`src/rtl/mem_arbiter_if.sv`:
```
// Requester-side bus of mem_arbiter: fetch (F) and load/store (D) handshakes plus shared read data.
interface mem_arbiter_if #(
   parameter int AW = 5,
   parameter int DW = 16
);
   logic          f_req;
   logic [AW-1:0] f_addr;
   logic          f_ack;
   logic          d_req;
   logic          d_we;
   logic [AW-1:0] d_addr;
   logic [DW-1:0] d_wdata;
   logic          d_ack;
   logic [DW-1:0] rdata;
   logic          busy;

   modport master (
      output f_req, f_addr, d_req, d_we, d_addr, d_wdata,
      input  f_ack, d_ack, rdata, busy
   );

   modport slave (
      input  f_req, f_addr, d_req, d_we, d_addr, d_wdata,
      output f_ack, d_ack, rdata, busy
   );
endinterface

```
`src/rtl/mem_arbiter.sv`:
```
// Single-port memory arbiter between fetch (F) and load/store (D): IDLE -> ACCESS -> RESP per access.
// Define ARB_RR_EN for round-robin on contention; otherwise fixed priority D > F.
module mem_arbiter #(
   parameter int AW = 5,
   parameter int DW = 16
) (
   input  logic          clk,
   input  logic          rst_n,
   mem_arbiter_if.slave  bus,
   output logic [AW-1:0] mem_addr,
   output logic [DW-1:0] mem_in,
   output logic          mem_write_n,
   output logic          mem_read_n,
   input  logic [DW-1:0] mem_out
);
   typedef enum logic [1:0] {IDLE, ACCESS, RESP} state_t;

   state_t        state, state_n;
   logic          f_ack, f_ack_n, d_ack, d_ack_n, busy;
   logic [DW-1:0] rdata, rdata_n;
   logic [AW-1:0] addr_n;
   logic [DW-1:0] din_n;
   logic          wr_n_n, rd_n_n;
   logic          gnt_d, gnt_d_n, gnt_we, gnt_we_n;
   logic          pick_d;
`ifdef ARB_RR_EN
   logic          last_d, last_d_n;
`endif

   // Winner when in IDLE; only meaningful if some request is present.
   always_comb begin
`ifdef ARB_RR_EN
      pick_d = bus.d_req && (!bus.f_req || !last_d);
`else
      pick_d = bus.d_req;
`endif
   end

   always_comb begin
      state_n  = state;
      f_ack_n  = 1'b0;
      d_ack_n  = 1'b0;
      rdata_n  = rdata;
      addr_n   = mem_addr;
      din_n    = mem_in;
      wr_n_n   = 1'b1;
      rd_n_n   = 1'b1;
      gnt_d_n  = gnt_d;
      gnt_we_n = gnt_we;
`ifdef ARB_RR_EN
      last_d_n = last_d;
`endif
      case (state)
         IDLE: begin
            if (bus.f_req || bus.d_req) begin
               state_n = ACCESS;
               gnt_d_n = pick_d;
               if (pick_d) begin
                  addr_n   = bus.d_addr;
                  din_n    = bus.d_wdata;
                  gnt_we_n = bus.d_we;
               end else begin
                  addr_n   = bus.f_addr;
                  gnt_we_n = 1'b0;
               end
               wr_n_n = ~gnt_we_n;
               rd_n_n = gnt_we_n;
`ifdef ARB_RR_EN
               last_d_n = pick_d;
`endif
            end
         end
         ACCESS: begin
            if (!gnt_we) rdata_n = mem_out;
            f_ack_n = ~gnt_d;
            d_ack_n = gnt_d;
            state_n = RESP;
         end
         RESP:    state_n = IDLE;
         default: state_n = IDLE;
      endcase
   end

   always_ff @(posedge clk or negedge rst_n) begin
      if (!rst_n) begin
         state       <= IDLE;
         f_ack       <= 1'b0;
         d_ack       <= 1'b0;
         rdata       <= '0;
         mem_addr    <= '0;
         mem_in      <= '0;
         mem_write_n <= 1'b1;
         mem_read_n  <= 1'b1;
         busy        <= 1'b0;
         gnt_d       <= 1'b0;
         gnt_we      <= 1'b0;
`ifdef ARB_RR_EN
         last_d      <= 1'b0;
`endif
      end else begin
         state       <= state_n;
         f_ack       <= f_ack_n;
         d_ack       <= d_ack_n;
         rdata       <= rdata_n;
         mem_addr    <= addr_n;
         mem_in      <= din_n;
         mem_write_n <= wr_n_n;
         mem_read_n  <= rd_n_n;
         busy        <= (state_n != IDLE);
         gnt_d       <= gnt_d_n;
         gnt_we      <= gnt_we_n;
`ifdef ARB_RR_EN
         last_d      <= last_d_n;
`endif
      end
   end

   assign bus.f_ack = f_ack;
   assign bus.d_ack = d_ack;
   assign bus.rdata = rdata;
   assign bus.busy  = busy;
endmodule

```
`src/flat_wrapper.sv`:
```
// flat-port wrapper written by rule: the top's interface ports become plain ports
module mem_arbiter_flat 
#(
   parameter int AW = 5,
   parameter int DW = 16
)
  (clk, rst_n, mem_addr, mem_in, mem_write_n, mem_read_n, mem_out, bus_f_req, bus_f_addr, bus_d_req, bus_d_we, bus_d_addr, bus_d_wdata, bus_f_ack, bus_d_ack, bus_rdata, bus_busy);
  mem_arbiter_if #(.AW(AW), .DW(DW)) bus_i ();
  input  logic clk;
  input  logic rst_n;
  output logic [AW-1:0] mem_addr;
  output logic [DW-1:0] mem_in;
  output logic mem_write_n;
  output logic mem_read_n;
  input  logic [DW-1:0] mem_out;
  input wire logic [$bits(bus_i.f_req)-1:0] bus_f_req;
  input wire logic [$bits(bus_i.f_addr)-1:0] bus_f_addr;
  input wire logic [$bits(bus_i.d_req)-1:0] bus_d_req;
  input wire logic [$bits(bus_i.d_we)-1:0] bus_d_we;
  input wire logic [$bits(bus_i.d_addr)-1:0] bus_d_addr;
  input wire logic [$bits(bus_i.d_wdata)-1:0] bus_d_wdata;
  output wire logic [$bits(bus_i.f_ack)-1:0] bus_f_ack;
  output wire logic [$bits(bus_i.d_ack)-1:0] bus_d_ack;
  output wire logic [$bits(bus_i.rdata)-1:0] bus_rdata;
  output wire logic [$bits(bus_i.busy)-1:0] bus_busy;
  assign bus_i.f_req = bus_f_req;
  assign bus_i.f_addr = bus_f_addr;
  assign bus_i.d_req = bus_d_req;
  assign bus_i.d_we = bus_d_we;
  assign bus_i.d_addr = bus_d_addr;
  assign bus_i.d_wdata = bus_d_wdata;
  assign bus_f_ack = bus_i.f_ack;
  assign bus_d_ack = bus_i.d_ack;
  assign bus_rdata = bus_i.rdata;
  assign bus_busy = bus_i.busy;
  mem_arbiter #(.AW(AW), .DW(DW)) u_core (.clk(clk), .rst_n(rst_n), .bus(bus_i), .mem_addr(mem_addr), .mem_in(mem_in), .mem_write_n(mem_write_n), .mem_read_n(mem_read_n), .mem_out(mem_out));
endmodule
```
`config.mk`:
```
export PLATFORM = sky130hd
export DESIGN_NAME = mem_arbiter_flat
export DESIGN_NICKNAME = d
export VERILOG_FILES = /design/src/rtl/mem_arbiter_if.sv /design/src/rtl/mem_arbiter.sv /design/src/flat_wrapper.sv
export SDC_FILE = /design/constraint.sdc
export NUM_CORES = 1
export LEC_CHECK = 0
export ABC_AREA = 1
export CORE_UTILIZATION = 40
export CTS_CLUSTER_DIAMETER = 120
export DETAILED_ROUTE_END_ITERATION = 7
export HOLD_SLACK_MARGIN = 0.08
export PLACE_DENSITY_LB_ADDON = 0.12
export SLEW_MARGIN = 0
export SYNTH_ARGS = -nofsm -noshare
export SYNTH_HDL_FRONTEND = slang
export SYNTH_SLANG_ARGS = --single-unit
```
`constraint.sdc`:
```
create_clock -name clk -period 1.4 [get_ports clk]
set_input_delay 0.28 -clock clk [delete_from_list [all_inputs] [get_ports clk]]
set_output_delay 0.28 -clock clk [all_outputs]
set_load 0.1 [all_outputs]
```
==> flow_results.org <==
** Status
- The flow ran to the end, and the final reports show no timing, DRC or antenna violations.

** CTS
- In this run, post-CTS repair resized a total of 0 instances.
- Deepest level of the CTS H-tree :: 2
- Counting the buffers created by CTS gives 5.
- Clock latency on the worst-skew pair, taken at its later pin, is approximately 290 ps.
- TritonCTS built the clock tree.
- The tree built by TritonCTS fans out to 46 sinks.
- Buffers from clock root to sink, at most :: 2
- The cell sitting at the root of the clock tree is a sky130_fd_sc_hd__clkbuf_8.
- Clock-pin slew was measured on the worst setup and hold paths at 80 ps.

** Layout
- Area growth, synth to finish :: 80.8%
- Fraction of layout cells with a size suffix above 1 :: ~22%
- Summing all flip-flop and latch instances after layout gives roughly 0.0012 mm².
- Number of nets in the final layout :: roughly 350
- Diode count :: 0
- After routing the design area is ~0.0033 mm².
- Summing all multi-input logic gate instances after layout gives about 610 µm².
- Fill cells in the final layout number 310.

** Worst setup path
- Along the worst path, the maximum fanout reaches 1.
- The worst setup path is launched from a flop.
- Master of the slowest instance on the critical path :: sky130_fd_sc_hd__dfstp_2
- Largest stage delay on the critical path :: between 500 and 600 ps
- For the worst setup path, the data required time is between 1000 and 1500 ps.
- Worst Reg2Reg Path Length in Cells :: 5
- Number of stages on the worst setup path :: 1
- The setup path with the least slack is of type flop to output port.
- Together, buffers and inverters on the worst path number 1.
- Crit-path cells :: buf_12
- Data arrives at the worst endpoint at roughly 1000 ps.
- Largest delay contributor family on the critical path :: flip-flops
- The worst setup path is captured at an output port.

** Yosys
- Counting every instance in the synthesized netlist gives approximately 210.
- Counting flops and latches in the post-synthesis netlist gives 46.
- The mapped netlist covers about 0.0018 mm².
- Yosys mapped the design onto 14 distinct sky130hd cell types.
- Yosys warning total :: 0
- Post-synthesis average cell area :: 8.95 µm²
- Share of the yosys chip area belonging to registers :: a little over three fifths
- The number of nets in the synthesized netlist is ~250.

** Die
- Initial Utilization :: between 40% and 50%
- I/O pin count :: roughly 90
- Num rows :: 24
- Floorplan die area :: slightly below 0.005 mm²
- Die extent in y :: roughly 70 µm
- Die boundary width :: roughly 70 µm
- The floorplan step defined a core boundary enclosing 0.00438 mm².

** STA
- In this run the tightest slew margin relative to its limit is roughly three quarters.
- Final setup violation count :: 0
- Final period utilization :: about 93%
- The clock period could shrink to 1300 ps.
- Derived from the worst setup path, the maximum achievable clock frequency is 772 MHz.
- Clock skew on the completed layout was measured at 7.58 ps.
- Unrepaired setup endpoints after global routing :: false
- On the final layout, the worst hold slack is ~470 ps.
- The final count of pins violating max slew was 0.
- The final number of hold-violating endpoints was 0.
- Transition at the pin with the smallest max-transition slack :: approximately 360 ps

** Min path
- Along the worst hold path, the cell count comes to 1.
- The min-delay analysis places its worst path in the category flop to flop.

** Detailed routing
- Final routed wirelength across all metal layers :: 4490 µm
- Antenna viol nets, final :: 0
- Routed len/inst :: about 13 µm
- The final route contains roughly 1700 vias.
- Drt first pass iters :: 4
- Remaining routing DRC violations :: 0
- In this run, the number of DRC markers left after iteration 0 of detailed routing was 94.
- Vias per cell :: approximately 4.7

** GRT
- The number of antenna violations at the first check in global routing was 0.
- met2 is the most crowded layer.
- For this run the aggregate overflow at the end of global routing stands at 0.
- Across every metal layer, demand over resource in global routing totals roughly 21%.
- The number of global-route vias before repair was 1722.
- Global routing used under 10% of the available met3 tracks.
- Global routing used 25.2% of the available met1 tracks.
- For this run, global-route usage on met2 was measured as a little over a third.
- Maximum number of pins on one net before global-route repair :: 47
- Global-route wire length before repair :: slightly below 8000 µm

** Place
- Detailed placement finished with a half-perimeter wire length of about 3300 µm.
- Routability-driven placement finished with a final weighted congestion of between 0.7 and 0.8.
- Instance area after placement :: 0.00321 mm²
- Count of buffers inserted at the top-level ports :: 88

** Job
- Count of max-cap constraint violations :: 0
sequential cells by signal, indices dropped and copies added (netlist names):
| signal | count |
|---|---|
| u_core.gnt_we | 1 |
| u_core.mem_in | 16 |
| u_core.gnt_d | 1 |
| u_core.bus.busy | 1 |
| u_core.bus.rdata | 16 |
| u_core.mem_addr | 5 |
| u_core.mem_read_n | 1 |
| u_core.state | 2 |
| u_core.mem_write_n | 1 |
| u_core.bus.f_ack | 1 |
| u_core.bus.d_ack | 1 |
worst paths after layout:
kind,startpoint,endpoint,slack (ps)
setup / recovery,u_core.mem_read_n,mem_read_n,100
hold / removal,u_core.gnt_d,u_core.bus.f_ack,470
setup reg to reg,u_core.state[1],u_core.bus.rdata[1],210
hold reg to reg,u_core.gnt_d,u_core.bus.f_ack,470
max in group asynchronous,rst_n,u_core.mem_write_n,640
min in group asynchronous,rst_n,u_core.bus.rdata[13],490
cells in the final DEF, fill, tap and decap left out:
cell,synthesis,routed
sky130_fd_sc_hd__nand2_1,120,120
sky130_fd_sc_hd__clkdlybuf4s50_1,0,45
sky130_fd_sc_hd__dfrtp_1,44,44
sky130_fd_sc_hd__buf_12,0,43
sky130_fd_sc_hd__nand3_1,17,17
sky130_fd_sc_hd__clkbuf_8,0,6
sky130_fd_sc_hd__buf_4,1,5
sky130_fd_sc_hd__inv_1,4,4
sky130_fd_sc_hd__nor2_1,3,3
sky130_fd_sc_hd__nor2_4,3,3
sky130_fd_sc_hd__inv_2,2,2
sky130_fd_sc_hd__nand2_2,2,2
sky130_fd_sc_hd__dfstp_2,2,2
sky130_fd_sc_hd__nor2_2,1,1
sky130_fd_sc_hd__nand2_4,1,1
sky130_fd_sc_hd__bufinv_16,0,1
sky130_fd_sc_hd__clkbuf_1,0,1
sky130_fd_sc_hd__dlygate4sd3_1,0,1
sky130_fd_sc_hd__buf_2,3,1
cell type report:
cell class              count  area share (%)
flip-flops and latches     46            34.6
well taps                  52            1.95
multi-input cells         147            18.3
clock buffers               7            2.59
inverters                   6           0.676
repair buffers             95            40.9
clock inverters             1           0.901
metrics by stage:
| step | utilization [%] | setup slack (ps) | instances | TNS, ps |
|---|---|---|---|---|
| floorplan | - | 222 | 206 | 0 |
| global placement | 73.1 | -74.4 | 345 | -1100 |
| detailed placement | 73.1 | -137 | 345 | -2240 |
| CTS | 76.0 | 95.5 | 354 | 0 |
| global route | 76.0 | 74.6 | 354 | 0 |
| finish | 76.0 | 105 | 354 | 0 |
cell families (layout without fill, tap and decap cells):
| family | count (synthesis) | in the layout | share of synthesized area (%) |
|---|---|---|---|
| simple gates | 147 | 147 | 33.1 |
| buf+inv | 13 | 109 | 4.28 |
| flops | 46 | 46 | 62.6 |
cells in the mapped netlist:
cell type / number / area share [%]
sky130_fd_sc_hd__inv_1: 4 / 0.81
sky130_fd_sc_hd__nor2_4: 3 / 1.8
sky130_fd_sc_hd__nor2_2: 1 / 0.34
sky130_fd_sc_hd__dfrtp_1: 44 / 60
sky130_fd_sc_hd__nand2_2: 2 / 0.68
sky130_fd_sc_hd__buf_4: 1 / 0.41
sky130_fd_sc_hd__dfstp_2: 2 / 2.9
sky130_fd_sc_hd__inv_2: 2 / 0.41
sky130_fd_sc_hd__nor2_1: 3 / 0.61
sky130_fd_sc_hd__buf_6: 3 / 1.8
sky130_fd_sc_hd__buf_2: 3 / 0.81
sky130_fd_sc_hd__nand2_1: 120 / 24
sky130_fd_sc_hd__nand2_4: 1 / 0.61
sky130_fd_sc_hd__nand3_1: 17 / 4.6
what timing repair did:
action                                 4_1_cts  5_1_grt
endpoints found under the hold margin       44        0
hold buffers                                 1        0
buffers inserted                             0        0
per-layer routing:
| metal | vias to the layer above | wire length, µm | share of wire [%] |
|---|---|---|---|
| met1 | 783 | 1850 | 41 |
| met3 | 5 | 258 | 5.8 |
| met2 | 57 | 2340 | 52 |
| met5 | - | 0 | 0 |
| met4 | 0 | 45 | 1.0 |
| li1 | 817 | - | - |
Power is not shown: default switching activity piles up to over one toggle a cycle in this logic, so the estimate is an artifact.
==> variant 1: new RTL, same settings <==
`AW` is set to 5 in 3 places; all go to 4.
--- a/src/rtl/mem_arbiter_if.sv
+++ b/src/rtl/mem_arbiter_if.sv
@@ -1,6 +1,6 @@
 // Requester-side bus of mem_arbiter: fetch (F) and load/store (D) handshakes plus shared read data.
 interface mem_arbiter_if #(
-   parameter int AW = 5,
+   parameter int AW = 4,
    parameter int DW = 16
 );
    logic          f_req;
--- a/src/rtl/mem_arbiter.sv
+++ b/src/rtl/mem_arbiter.sv
@@ -1,7 +1,7 @@
 // Single-port memory arbiter between fetch (F) and load/store (D): IDLE -> ACCESS -> RESP per access.
 // Define ARB_RR_EN for round-robin on contention; otherwise fixed priority D > F.
 module mem_arbiter #(
-   parameter int AW = 5,
+   parameter int AW = 4,
    parameter int DW = 16
 ) (
    input  logic          clk,
--- a/src/flat_wrapper.sv
+++ b/src/flat_wrapper.sv
@@ -1,7 +1,7 @@
 // flat-port wrapper written by rule: the top's interface ports become plain ports
 module mem_arbiter_flat 
 #(
-   parameter int AW = 5,
+   parameter int AW = 4,
    parameter int DW = 16
 )
   (clk, rst_n, mem_addr, mem_in, mem_write_n, mem_read_n, mem_out, bus_f_req, bus_f_addr, bus_d_req, bus_d_we, bus_d_addr, bus_d_wdata, bus_f_ack, bus_d_ack, bus_rdata, bus_busy);
Interface: changed (resized bus_d_addr, bus_f_addr and mem_addr); port bits go from 89 to 86. The function was not compared with the original's and may differ.
==> variant 1 against the unedited design <==
  * Final area shrank 2.6%
  * Die area shrank 2.6%
  * Worst setup slack lost 0.0024 ns
  * First-iteration DRC count grew 2.1%
  * Wire length shrank 3.4%
  * Core utilization grew 2.3 points
  * Synthesized area shrank 2.7%
  * Global-route usage shrank 0.39 points
  * Sequential cell count shrank 1
  * Largest cell class unchanged
Power is not shown: default switching activity piles up to over one toggle a cycle in this logic, so the estimate is an artifact.
==> variant 1: results (changes against the unedited design) <==
Status -> finished, final reports clean (unchanged)
Gpl congestion -> 0.753 (was 0.722)
DRT Wirelength -> 4330 um (was 4490 um)
Post-synthesis sequential area ratio -> 62.9% (was 62.6%)
First-pass GRT wire length -> 6770 um (was 7870 um)
Clk buf depth -> 2 (unchanged)
Top cells by count, synth -> 114 x nand2_1, 43 x dfrtp_1, 17 x nand3_1 (was 120 x nand2_1, 44 x dfrtp_1, 17 x nand3_1)
FF-to-FF path depth -> 5 (unchanged)
H-tree depth reported by CTS -> 2 (unchanged)
Drt initial violations -> 96 (was 94)
Worst-Skew Late Latency -> 0.29 ns (about the same)
IO Port Bufs -> 85 (was 88)
Worst r2r dst -> u_core.bus.rdata[6] (was u_core.bus.rdata[1])
CP Max Fanout -> 1 (unchanged)
Antenna violations before repair -> 0 (unchanged)
Worst Setup SP -> u_core.mem_read_n (unchanged)
Vias/cell -> 4.56 (was 4.69)
Crit Reg-Reg Startpoint -> u_core.state[1] (unchanged)
Largest registers -> u_core.bus.rdata x16, u_core.mem_in x16, u_core.mem_addr x4 (was u_core.bus.rdata x16, u_core.mem_in x16, u_core.mem_addr x5)
Reg2reg setup slack -> 0.20 ns
Vias in the first global route -> 1496 (was 1722)
Met3 wire length -> 275 um (was 258 um)
Largest net degree at the start of global routing -> 32 (was 47)
Critical Path End -> mem_read_n (unchanged)
CTS root buf -> clkbuf_8 (unchanged)
Highest routed layer -> met4 (unchanged)
Routed met2 length -> 2240 um (was 2340 um)
# diodes -> 0 (unchanged)
Syn Nets -> 244 (was 253)
Syn. warnings -> 0 (unchanged)
Worst Clk Skew -> 0.00266 ns (was 0.00758 ns)
Num CTS Buffers -> 5 (unchanged)
Clock-pin slew on the worst setup and hold paths -> 0.08 ns (about the same)
Top_reg_cell synth -> dfrtp_1 (unchanged)
Post-synth cell types -> 13 (was 14)
Area contributors post-synth -> dfrtp_1 60%, nand2_1 24%, nand3_1 4.7% (was dfrtp_1 60%, nand2_1 24%, nand3_1 4.6%)
Nets@finish -> 339 (was 348)
DP HPWL -> 3220 um (was 3310 um)
Max stage delay on crit path -> 0.55 ns (about the same)
Drt pass-1 iters -> 6 (was 4)
Met1 WL -> 1750 um (was 1850 um)
Worst Max-Slew Pin Slew -> 0.379 ns (was 0.361 ns)
Final global-route overflow total -> 0 (unchanged)
Share of post-route cells with drive strength above 1 -> 22.8% (was 22.2%)
Async SR Flop Fraction -> 100% (unchanged)
Post-CTS sizing -> 0 (unchanged)
Family with the most delay on the worst path -> flip-flops (unchanged)
Worst min path class -> input port to asynchronous set/reset pin (was flip-flop to flip-flop)
Overall routing resource usage -> 20.1% (was 20.5%)
Worst path slowest cell -> dfstp_2 (unchanged)
==> variant 1: cell count changes in the layout (fill, tap and decap cells not counted) <==
cell and change:
nand2_1 -6, dfrtp_1 -1, clkdlybuf4s50_1 -2, bufinv_16 -1, buf_4 +2, nor2_2 -1, nor2_1 +1
==> variant 1: how the worst min path moves through the flow <==
stage,to,cells after the start
after detailed placement,u_core.mem_addr[0],1
after global placement,u_core.mem_addr[0],1
final,u_core.mem_addr[0],2
after CTS,u_core.mem_addr[0],2
after global routing,u_core.mem_addr[0],2
after floorplan,u_core.bus.busy,0
==> variant 1: timing repair <==
action	in CTS	in global routing
hold endpoints to repair	14	0
setup buffers	0	0
hold buffers	1	0
==> variant 1: final cells by class <==
| cell class | count | area, um2 |
|---|---|---|
| clock buffers | 7 | 86.3 |
| fillers | 277 | 900 |
| inverters | 6 | 22.5 |
| multi-input cells | 141 | 586 |
| flip-flops and latches | 45 | 1130 |
| well taps | 50 | 62.6 |
| repair buffers | 95 | 1360 |
==> variant 1: kinds of logic (layout without fill, tap and decap cells) <==
kind of cell           count (synthesis)  in the layout  synth area share (%)
flip-flops                            45             45                  62.9
buffers and inverters                 13            108                  4.40
AND/OR/NAND/NOR                      141            141                  32.7
==> variant 1: layer usage <==
layer	vias up	track usage [%]
met4	0	7.65
li1	796	-
met5	-	0
met2	52	33.7
met3	6	6.91
met1	715	23.7
==> variant 1: metrics by stage <==
| step | setup slack (ns) | cells | area [um2] | hold WS (ns) |
|---|---|---|---|---|
| global route | 0.0753 | 344 | 3240 | 0.472 |
| global placement | 0.0403 | 336 | 3150 | 0.203 |
| CTS | 0.0918 | 344 | 3240 | 0.420 |
| finish | 0.103 | 344 | 3240 | 0.414 |
| floorplan | 0.222 | 199 | 1790 | -0.0156 |
| detailed placement | -0.00496 | 336 | 3150 | 0.205 |
==> variant 2: new RTL, same settings <==
Made on the original files. `rdata`, `mem_addr` and `mem_in` no longer have a reset.
--- a/src/rtl/mem_arbiter.sv
+++ b/src/rtl/mem_arbiter.sv
@@ -86,9 +86,6 @@
          state       <= IDLE;
          f_ack       <= 1'b0;
          d_ack       <= 1'b0;
-         rdata       <= '0;
-         mem_addr    <= '0;
-         mem_in      <= '0;
          mem_write_n <= 1'b1;
          mem_read_n  <= 1'b1;
          busy        <= 1'b0;
@@ -101,9 +98,6 @@
          state       <= state_n;
          f_ack       <= f_ack_n;
          d_ack       <= d_ack_n;
-         rdata       <= rdata_n;
-         mem_addr    <= addr_n;
-         mem_in      <= din_n;
          mem_write_n <= wr_n_n;
          mem_read_n  <= rd_n_n;
          busy        <= (state_n != IDLE);
@@ -115,6 +109,12 @@
       end
    end
 
+   always_ff @(posedge clk) begin
+      rdata    <= rdata_n;
+      mem_addr <= addr_n;
+      mem_in   <= din_n;
+   end
+
    assign bus.f_ack = f_ack;
    assign bus.d_ack = d_ack;
    assign bus.rdata = rdata;
Behaviour: not the same (a bounded check fails within 4 cycles, from zero or initial values and one cycle with rst_n low).
==> variant 2 against the unedited design <==
  * Sequential cell count stayed put
  * Via count is 35% lower
  * Worst setup slack worse by 0.0055 ns
  * Wire length is 8.8% lower
  * Cell count is 33% lower
  * Critical path type unchanged
  * Synthesized cell count is 58% lower
  * Final area is 7.2% lower
  * Synthesized area is 16% lower
  * Global-route usage is 1.6 points higher
==> variant 2: results (changes against the unedited design) <==
Status -> finished, final reports clean (unchanged)
Slew margin rel. -> 74.9% (was 75.9%)
Post-Place Cells -> 229 (was 345)
Pre-CTS setup slack -> -0.132 ns (was -0.137 ns)
EDFF count, synth -> 37 (was 0)
DP HPWL -> 3060 um (was 3310 um)
Vias in the first global route -> 1172 (was 1722)
Reg2reg setup slack -> 0.15 ns (was 0.21 ns)
Post-synth cell types -> 13 (was 14)
Dpl cell area -> 2980 um2 (was 3210 um2)
Routed len/inst -> 17.3 um (was 12.7 um)
Share of post-route cells with drive strength above 1 -> 36.0% (was 22.2%)
First-pass GRT wire length -> 6260 um (was 7870 um)
Hold_buf cts -> 0 (was 1)
FF-to-FF path depth -> 4 (was 5)
Cell leakage power -> 1.28 nW
Final hold slack -> 0.262 ns (was 0.467 ns)
Fin cells -> 237 (was 354)
Worst Clk Skew -> 0.00576 ns (was 0.00758 ns)
Overall routing resource usage -> 22.1% (was 20.5%)
Largest net degree at the start of global routing -> 17 (was 47)
Syn Inst Count -> 86 (was 206)
Routed via count -> 1077 (was 1662)
Gpl congestion -> 0.662 (was 0.722)
Top cells by count, synth -> 37 x edfxtp_1, 22 x nand2_1, 7 x dfrtp_1 (was 120 x nand2_1, 44 x dfrtp_1, 17 x nand3_1)
Worst min path class -> input port to asynchronous set/reset pin (was flip-flop to flip-flop)
Post-synthesis sequential area ratio -> 86.9% (was 62.6%)
Async SR Flop Fraction -> 19.6% (was 100%)
Worst r2r dst -> u_core.mem_in[9] (was u_core.bus.rdata[1])
Syn Nets -> 133 (was 253)
-- variant 2: power by group through the flow --
stage	Clock, mW	Sequential [mW]	Combinational [mW]
6_report	0.957	2.31	4.10
5_1_grt	1.01	2.34	4.20
4_1_cts	0.975	2.32	4.12
3_5_place_dp	0	2.33	4.11
3_3_place_gp	0	2.31	4.04
2_1_floorplan	0	4.30	0.354
-- variant 2: cell families (layout without fill, tap and decap cells) --
group                  Yosys count  in the layout  synth area share, %
buffers and inverters            9            112                 3.17
flip-flops                      46             46                 86.9
AND/OR/NAND/NOR                 31             31                 9.98
-- variant 2: how the worst max path moves through the flow --
stage / startpoint / end / slack, ns / cells after the start
2_1_floorplan: u_core.state[1] / u_core.mem_in[0] / 0.08 / 3
3_3_place_gp: bus_d_req / u_core.mem_addr[0] / -0.08 / 6
3_5_place_dp: bus_d_req / u_core.mem_addr[4] / -0.13 / 6
4_1_cts: u_core.mem_read_n / mem_read_n / 0.09 / 1
5_1_grt: u_core.mem_read_n / mem_read_n / 0.08 / 1
6_report: u_core.mem_read_n / mem_read_n / 0.1 / 1
-- variant 2: layer usage --
layer | GRT usage [%] | vias to the layer above | wire, um
met5 | 0 | - | 0
met1 | 22.1 | 513 | 1380
li1 | - | 491 | -
met2 | 39.0 | 61 | 2210
met3 | 9.29 | 12 | 353
met4 | 11.4 | 0 | 144
-- variant 2: layout make-up --
cell class                 instances  area [um2]  share of cell area [%]
inverter                           8        37.5                    1.21
sequential                        46        1340                    43.3
timing repair buffer              96        1390                    44.8
clock inverter                     3        40.0                    1.29
tap                               48        60.1                    1.94
multi-input combinational         31         161                    5.22
clock buffer                       5        68.8                    2.22
